`config.mk`:
```
export PLATFORM = sky130hd
export DESIGN_NAME = mem_bus_arbiter
export DESIGN_NICKNAME = d
export VERILOG_FILES = /design/src/rtl/mem_bus_arbiter.sv
export SDC_FILE = /design/constraint.sdc
export NUM_CORES = 1
export LEC_CHECK = 0
export CAP_MARGIN = 15
export CORE_MARGIN = 5
export CORE_UTILIZATION = 34
export DETAILED_ROUTE_END_ITERATION = 10
export PLACE_DENSITY = 0.82
export SYNTH_ARGS = -nofsm -noshare
export SYNTH_HDL_FRONTEND = slang
export SYNTH_SLANG_ARGS = --single-unit
```
`constraint.sdc`:
```
create_clock -name clk -period 3.1 [get_ports clk]
set_clock_uncertainty 0.15 [all_clocks]
set_input_delay 0.62 -clock clk [delete_from_list [all_inputs] [get_ports clk]]
set_output_delay 0.62 -clock clk [all_outputs]
set_load 0.05 [all_outputs]
```
`src/rtl/mem_bus_arbiter.sv`:
```
// mem_bus_arbiter: shares one memory bus between fetch and data ports, data wins; optional MEM_ARB_TIMEOUT_EN abort
module mem_bus_arbiter #(
  parameter int ADDR_W = 32,
  parameter int DATA_W = 32,
  parameter int TIMEOUT_CYC = 255
) (
  input  logic              clk,
  input  logic              rst,
  input  logic              if_req_i,
  input  logic [ADDR_W-1:0] if_addr_i,
  output logic [DATA_W-1:0] if_rdata_o,
  output logic              if_ack_o,
  input  logic              d_req_i,
  input  logic              d_we_i,
  input  logic [3:0]        d_sel_i,
  input  logic [ADDR_W-1:0] d_addr_i,
  input  logic [DATA_W-1:0] d_wdata_i,
  output logic [DATA_W-1:0] d_rdata_o,
  output logic              d_ack_o,
  input  logic              flush_i,
  output logic              bus_req_o,
  output logic              bus_we_o,
  output logic [3:0]        bus_sel_o,
  output logic [ADDR_W-1:0] bus_addr_o,
  output logic [DATA_W-1:0] bus_wdata_o,
  input  logic [DATA_W-1:0] bus_rdata_i,
  input  logic              bus_ack_i,
  output logic              stallreq_if_o,
  output logic              stallreq_mem_o,
  output logic              timeout_err_o
);
  typedef enum logic [1:0] {IDLE, IF_BUSY, D_BUSY, DRAIN} state_t;
  state_t state;
  logic abort, done;
`ifdef MEM_ARB_TIMEOUT_EN
  localparam int CW = $clog2(TIMEOUT_CYC + 1);
  logic [CW-1:0] cnt;
  always_ff @(posedge clk or posedge rst)
    if (rst) cnt <= '0;
    else cnt <= (state == IDLE || (state == IF_BUSY && flush_i)) ? '0 : cnt + 1'b1;
  assign abort = state != IDLE && cnt == CW'(TIMEOUT_CYC - 1);
`else
  assign abort = 1'b0;
`endif
  assign done = bus_ack_i | abort;
  assign timeout_err_o = abort;
  assign if_ack_o = state == IF_BUSY && !flush_i && done;
  assign d_ack_o = state == D_BUSY && done;
  assign if_rdata_o = (if_ack_o && bus_ack_i) ? bus_rdata_i : '0;
  assign d_rdata_o = (d_ack_o && bus_ack_i) ? bus_rdata_i : '0;
  assign stallreq_if_o = if_req_i & ~if_ack_o;
  assign stallreq_mem_o = d_req_i & ~d_ack_o;
  always_ff @(posedge clk or posedge rst)
    if (rst) begin
      state <= IDLE;
      bus_req_o <= 1'b0;
      bus_we_o <= 1'b0;
      bus_sel_o <= '0;
      bus_addr_o <= '0;
      bus_wdata_o <= '0;
    end else if (state == IDLE) begin
      if (d_req_i) begin
        state <= D_BUSY;
        bus_req_o <= 1'b1;
        bus_we_o <= d_we_i;
        bus_sel_o <= d_sel_i;
        bus_addr_o <= d_addr_i;
        bus_wdata_o <= d_wdata_i;
      end else if (if_req_i && !flush_i) begin
        state <= IF_BUSY;
        bus_req_o <= 1'b1;
        bus_we_o <= 1'b0;
        bus_sel_o <= 4'hF;
        bus_addr_o <= if_addr_i;
        bus_wdata_o <= '0;
      end
    end else if (done) begin
      state <= IDLE;
      bus_req_o <= 1'b0;
    end else if (state == IF_BUSY && flush_i) state <= DRAIN;
endmodule

```
# Word level (Yosys, flattened, before mapping)
# Index checks and enable logic that the tools add are counted.
# totals
wordCells	47
output_inout_bits	139
input_bits	139
register_bits	72
# op_classes
mux	19
n_eq_ne	3
reduce_logical	15
n_bitwise	4
# ops
cell	n
$mux 32	6
$mux 2	5
$mux 4	2
$logic_and 1x1->1	7
$mux 1	6
$reduce_and 2->1	3
$reduce_bool 2->1	2
$ne 3x2->1 const B	1
$reduce_bool 3->1	1
$and 1x1->1	2
$eq 2x1->1 const B	1
$eq 2x2->1 const B	1
$logic_not 2->1	1
$not 1->1	2
$logic_not 1->1	1

# Depth between registers and ports, before layout
# Gate-level depths: netlist (run 1).
# logic_depth
depth_word	5
depth_mapped	5
mapped_depth_nobuf	3

# Worst setup path before layout (run 1)
# Ideal clock, no wire load.
# synth_path
path_kind	input to output
startpoint	input bus_ack_i
endpoint	output if_rdata_o[22]
path_buffers	1
path_slack_ns	0.305
arrival_ns	2.025
cell_stages	4
path_cell_list	nand2_1 nor3_2 clkbuf_1 and2_1
# synth_via
elab_chain_len	3
# synth_lines
element	line	rtl
start: declaration	27	input logic bus_ack_i,
$logic_and 1x1->1	47	assign if_ack_o = state == IF_BUSY && !flush_i && done;
via if_ack_o	12	output logic if_ack_o,
$logic_and 1x1->1	49	assign if_rdata_o = (if_ack_o && bus_ack_i) ? bus_rdata_i : '0;
$mux 32	49	
end: declaration	11	output logic [DATA_W-1:0] if_rdata_o,
# The timed path passes the listed nets, and every way through them passes these cells.

# Worst setup path in the final report (run 1)
# layout_path
startpoint	input bus_ack_i
endpoint	output if_rdata_o[13]
# layout_via
elab_chain_len	3
# layout_lines
element	line
$logic_and 1x1->1	47
$logic_and 1x1->1 *	49
$mux 32 *	49
# Every way passes the cells marked *; elsewhere a longest branch is shown, timed or not.

==> results of run 1 <==
## power groups by stage
stage	sequential [mW]	combinational [mW]	clock, mW
floorplan	2.49	0.705	0
global placement	1.42	2.90	0
detailed placement	1.43	2.93	0
CTS	1.43	2.93	0.867
global route	1.47	3.01	0.913
finish	1.42	2.90	0.847
## state kept, by name, indices dropped and copies added (netlist names)
| name | flops |
|---|---|
| state | 2 |
| bus_wdata_o | 32 |
| bus_addr_o | 32 |
| bus_req_o | 1 |
| bus_sel_o | 4 |
| bus_we_o | 1 |
## cells in the final DEF (no fill, tap or decap), drive strengths merged, types with 2 or more instances in the layout
cell type	netlist	layout
buf	17	77
mux2	64	64
o21ai	4	4
nor2b	3	3
a22o	33	33
and2	65	65
nand2	3	3
inv	2	3
dfrtp	72	72
clkinv	0	3
clkdlybuf4s50	0	207
o21a	2	2
bufinv	0	2
o22a	4	4
clkbuf	6	10
## stage by stage
| stage | power (mW) | setup slack [ps] | hold WS (ps) | utilization |
|---|---|---|---|---|
| final | 5.17 | 276 | 343 | 0.715 |
| after global routing | 5.39 | 211 | 368 | 0.715 |
| after CTS | 5.23 | 284 | 352 | 0.715 |
| after detailed placement | 4.36 | 297 | 330 | 0.693 |
| after global placement | 4.32 | 350 | 321 | 0.693 |
| after floorplan | 3.19 | 305 | 428 | - |
## cell type report
class / count / area [um2] / area share
Clock buffer: 10 / 138 / 0.0187
Inverter: 2 / 7.51 / 0.00102
Timing Repair Buffer: 284 / 3510 / 0.478
Tap cell: 136 / 170 / 0.0231
Multi-Input combinational cell: 184 / 1630 / 0.222
Clock inverter: 6 / 91.3 / 0.0124
Sequential cell: 72 / 1800 / 0.245
## logic make-up (layout without fill, tap and decap cells)
logic type	Yosys count	after routing
flip-flops	72	72
AND/OR/NAND/NOR	75	75
multiplexers	64	64
buffers and inverters	25	302
AO/OA/AOI/OAI	44	44
other	1	1
## final timing paths
check,cells after the start,end,startpoint,slack (ps)
worst max-delay path,6,if_rdata_o[13],bus_ack_i,280
worst min register to register,1,bus_req_o$_DFFE_PP0P_,bus_req_o$_DFFE_PP0P_,340
worst min-delay path,1,bus_req_o$_DFFE_PP0P_,bus_req_o$_DFFE_PP0P_,340
max in group asynchronous,3,state[1]$_DFFE_PP0P_,rst,1580
worst max register to register,4,bus_addr_o[25]$_DFFE_PP0P_,state[0]$_DFFE_PP0P_,1150
min in group asynchronous,2,bus_wdata_o[12]$_DFFE_PP0P_,rst,570
## synthesized netlist by cell type
cell      count
dfrtp_1      72
and2_1       65
mux2_2       39
a22o_1       33
mux2_4       20
buf_2        11
clkbuf_1      6
mux2_1        5
buf_6         4
o22a_1        4
nand2_1       3
nor2b_1       3
o21ai_0       3
buf_4         2
inv_1         2
o21a_1        2
a21oi_1       1
and3_1        1
conb_1        1
nor2_1        1
nor3_2        1
nor4_1        1
o21ai_1       1
## metal layers
layer / global-route usage / up-vias
li1: - / 1529
met1: 0.228 / 1581
met2: 0.401 / 161
met3: 0.0652 / 22
met4: 0.0657 / 2
met5: 0 / -
==> metrics.txt, run 1 <==
status complete, no violations; max-slew violations 0; worst slew pin tran approximately 700 ps; Syn Inst Count between 200 and 300; GR Util All Layers 0.214; CTS Root Buffer Type clkbuf_8; I/O Buffers approximately 280; CP top delay family buffers and inverters; synthesis-to-finish area growth 106%; Die Y 113 um; die width ~110 um; RSZ-0062 raised after global routing no; PwrDens slightly above 700 nW/um2; Initial DRC Count ~170; Sinks on Clock Net 72; post-synthesis mux area share 0.223; TNS Setup 0 ps; TritonCTS clock tree built; grt total ovfl 0; met3 wire len a little under 1000 um; Final Wtd Congestion 0.865; fillers roughly 710; main combinational cell family by area after synthesis multiplexers; Slew headroom 0.534; internal power ~2.9 mW; DRC errors left 0; DR vias ~3.3k; Finished Cell Area between 7000 and 8000 um2; Distinct cells, synth 23; Worst Path Max Fanout 33; vias in the first global route between 3k and 4k; setup bufs post-CTS 0; post-route insts no fill 694; dpl hpwl about 11000 um; crit start category input port; largest net degree at the start of global routing 41; # setup viols final 0; placed insts between 600 and 700; clk slew on worst S/H paths around 80 ps; top sig layer met5; simple-gate share of the synthesized area 0.130; Syn Area/Cell roughly 13 um2; switching power share of the total 0.441; routed wire length between 10000 and 15000 um; power share of the sequential group 0.275; sw power about 2.3 mW; largest area contributor in the netlist dfrtp_1; DR WL met2 roughly 7500 um; Crit. End Element primary output; Initial Utilization 0.348; slowest stage cell, crit path clkdlybuf4s50_1; max-cap violations 0; syn nets 420; crit-path most repeated cell buf_12; Hold WC Path Type register to register; WP data arrival 2050 ps; initial antenna violation count 1; wire length of the first global-routing pass 21100 um; synth top area cells dfrtp_1, mux2_2, and2_1, mux2_4, a22o_1; Crit path required time 2330 ps; worst skew pair latency about 340 ps; per-cell routed wire length about 20 um; Largest stage delay, worst path around 540 ps; vias per inst 4.75; #FFs+latches synth between 70 and 80; ANT cells 0; cts hold-fix bufs 0; Synth Area in Compound Gates 0.102; final hold viol count 0; final critical-path required period about 2800 ps; die area approximately 13000 um2; final antenna-violating net count 0; xor/xnor share of the synthesized area 0; Clk pwr share 0.164; nets@finish approximately 690; buffers plus inverters on the worst setup path 3; core footprint slightly above 10000 um2; CTS buffer count 9; Period Utilization, post-route 0.911; synthesized area 3570 um2; # rows 37; Metal-1 WL ~5000 um; sequential area share after synthesis 0.504; depth of the CTS H-tree 3; maximum vdd drop a little over 0.0006 V; Synth warnings 0; FMAX 354 MHz; layout cell share with drive strength beyond 1 0.280; CP Cell Sequence clkdlybuf4s50_1 -> nand2_1 -> nor3_2 -> buf_12 -> and2_1 -> buf_12; post-CTS sizing 0; IO Pins between 200 and 300; adder-cell area share of the yosys netlist 0; Max Buffers Root-to-Sink 2; Yosys top cell area share 0.504; share of total power in combinational logic 0.561; Cell Area, Placed between 7000 and 8000 um2; leakage around 3.1 nW; DR pass1 iterations 4; type of the worst setup path input port to primary output
Power figures use the tool's default switching activity.
==> inputs of run 2 (changes only) <==
--- a/config.mk
+++ b/config.mk
@@ -5,11 +5,12 @@
 export SDC_FILE = /design/constraint.sdc
 export NUM_CORES = 1
 export LEC_CHECK = 0
+export ABC_AREA = 1
 export CAP_MARGIN = 15
 export CORE_MARGIN = 5
 export CORE_UTILIZATION = 34
 export DETAILED_ROUTE_END_ITERATION = 10
-export PLACE_DENSITY = 0.82
+export PLACE_DENSITY = 0.81
 export SYNTH_ARGS = -nofsm -noshare
 export SYNTH_HDL_FRONTEND = slang
 export SYNTH_SLANG_ARGS = --single-unit
==> run 2 against run 1 <==
Against the previous run:
- utilization is 1.6 points lower
- sequential share of layout area is 0.24 points higher
- largest cell class unchanged
- highest routed layer is now met4
- combinational power is 52% higher
- area after synthesis is 2.2% higher
- critical path type unchanged
==> metrics.txt, run 2 <==
maximum vdd drop between 0.0005 and 0.0006 V; asr flop ratio synth 1.00; commonest non-fill, non-tap cell in the layout clkdlybuf4s50_1; Syn Inst Count 474; Yosys top cell area share 0.493; TNS Setup 0 ps; CTS buffer count 9; setup bufs post-CTS 0; number of synthesized flops with an enable pin 0; max-slew violations 0; post-route insts no fill a little under 900; dpl hpwl 12400 um; Syn Area/Cell just under 8 um2; depth of the CTS H-tree 3; Max Buffers Root-to-Sink 2; TritonCTS clock tree built; Sinks on Clock Net between 70 and 80; buffers plus inverters on the worst setup path 4; final critical-path required period between 2000 and 3000 ps; sequential area share after synthesis 0.493; Setup WS post-layout ~160 ps; DR pass1 iterations 4; synth top area cells dfrtp_1, nand2_1, o21ai_0, nor2_1, or2_2; Cell Area, Placed 7120 um2; Core Util, Final 0.699; GR Util All Layers 0.227; Synth warnings 0; CTS Root Buffer Type clkbuf_8; syn nets roughly 610; type of the worst setup path input port to primary output; largest area contributor in the netlist dfrtp_1; dpl ws roughly 150 ps; ANT cells 0; largest net degree at the start of global routing 55; vias per inst ~4.8; FMAX around 340 MHz; post-CTS sizing 0; nets@finish 878; worst skew pair latency between 300 and 400 ps; final hold viol count 0; Largest stage delay, worst path between 400 and 500 ps; #FFs+latches synth between 70 and 80; per-cell routed wire length 17.0 um; Hold WS roughly 320 ps; die width approximately 110 um; RSZ-0062 raised after global routing no; # setup viols final 0; Worst Path Max Fanout 32; area of the multi-input gates 1490 um2; grt total ovfl 0; CP top delay family buffers and inverters; layout cell share with drive strength beyond 1 0.191; I/O Buffers roughly 280; Die Y 114 um; synthesized area 3650 um2; clk slew on worst S/H paths 70 ps; most common cell in the netlist nand2_1; cts hold-fix bufs 0; worst slew pin tran slightly below 600 ps; main flop type after synthesis dfrtp_1; Crit path required time about 2300 ps; initial antenna violation count 0; fillers about 780; IO Pins between 200 and 300; Finished Cell Area 7280 um2; Slew headroom 0.607; Reg area 1800 um2; wire length of the first global-routing pass about 23000 um; Initial DRC Count 215; Hold WC Path Type register to register; CP Cell Sequence clkdlybuf4s50_1 -> inv_1 -> nor3_2 -> inv_2 -> nor2_1 -> buf_12; DRC errors left 0; vias in the first global route roughly 4.4k; Distinct cells, synth 21; slowest stage cell, crit path clkdlybuf4s50_1; DR vias 4182; crit start category input port; core footprint 10400 um2; WP data arrival approximately 2200 ps; placed insts around 860; PwrDens a little over 900 nW/um2; Initial Utilization 0.351; Crit. End Element primary output; leakage between 3 and 4 nW; Tot Pwr between 6 and 7 mW; Final Wtd Congestion around 1; # rows 37; synthesis-to-finish area growth 99.3%; most frequent cells in the layout clkdlybuf4s50_1, nand2_1, dfrtp_1; routed wire length roughly 15000 um; max-cap violations 0; synth cell count leaders nand2_1, dfrtp_1, nor2_1; die area around 13000 um2; largest registers bus_addr_o (32), bus_wdata_o (32), bus_sel_o (4); final antenna-violating net count 0; Period Utilization, post-route 0.948; status complete, no violations
run 2: changes by cell type after synthesis, sizes merged, moves of 4 or more:
cell	previous run	this run
mux2	64	0
o22a	4	0
nand3	0	36
inv	2	44
clkbuf	6	11
a22o	33	0
o21ai	4	65
nand2	3	115
nor2	1	71
or2	0	32
and2	65	0
run 2: power by group:
part           switching [mW]  total [mW]  leakage (nW)  internal (mW)
clock                   0.320       0.619        0.0838          0.299
sequential              0.261        1.64         0.887           1.38
combinational            2.89        4.40          2.39           1.51
total                    3.47        6.66          3.36           3.19
run 2: final cells by class:
class | instances | share of cell area
inverters | 44 | 0.0227
well taps | 136 | 0.0234
clock inverters | 4 | 0.00309
multi-input cells | 327 | 0.205
flip-flops and latches | 72 | 0.247
repair buffers | 285 | 0.480
clock buffers | 10 | 0.0189
run 2: worst paths after layout:
| check | start | endpoint | slack, ps | cells past startpoint |
|---|---|---|---|---|
| worst max register to register | state[1]$_DFFE_PP0P_ | bus_addr_o[27]$_DFFE_PP0P_ | 1290 | 5 |
| worst max-delay path | bus_ack_i | if_rdata_o[4] | 160 | 6 |
| worst min register to register | bus_wdata_o[11]$_DFFE_PP0P_ | bus_wdata_o[11]$_DFFE_PP0P_ | 320 | 2 |
| worst min-delay path | bus_wdata_o[11]$_DFFE_PP0P_ | bus_wdata_o[11]$_DFFE_PP0P_ | 320 | 2 |
| max in group asynchronous | rst | bus_addr_o[20]$_DFFE_PP0P_ | 1570 | 3 |
| min in group asynchronous | rst | bus_wdata_o[7]$_DFFE_PP0P_ | 500 | 2 |
run 2: tightest hold or removal path: cells and delay by family (launching register included):
| family | cells | cell delay (ps) |
|---|---|---|
| flip-flops | 1 | 340 |
| AND/OR/NAND/NOR | 2 | 100 |
run 2: logic make-up (layout without fill, tap and decap cells):
| kind of cell | Yosys count | after routing | synth area share |
|---|---|---|---|
| buffers and inverters | 75 | 343 | 0.0990 |
| flip-flops | 72 | 72 | 0.493 |
| AO/OA/AOI/OAI | 70 | 70 | 0.0966 |
| other | 1 | 1 | 0.00103 |
| AND/OR/NAND/NOR | 256 | 256 | 0.310 |
run 2: metal layers:
layer | track usage | vias up | part of all wire | wire length (um)
li1 | - | 1988 | - | -
met1 | 0.223 | 1971 | 0.33 | 5000
met2 | 0.429 | 183 | 0.53 | 7900
met3 | 0.0716 | 40 | 0.094 | 1400
met4 | 0.106 | 0 | 0.041 | 614
met5 | 0 | - | 0 | 0
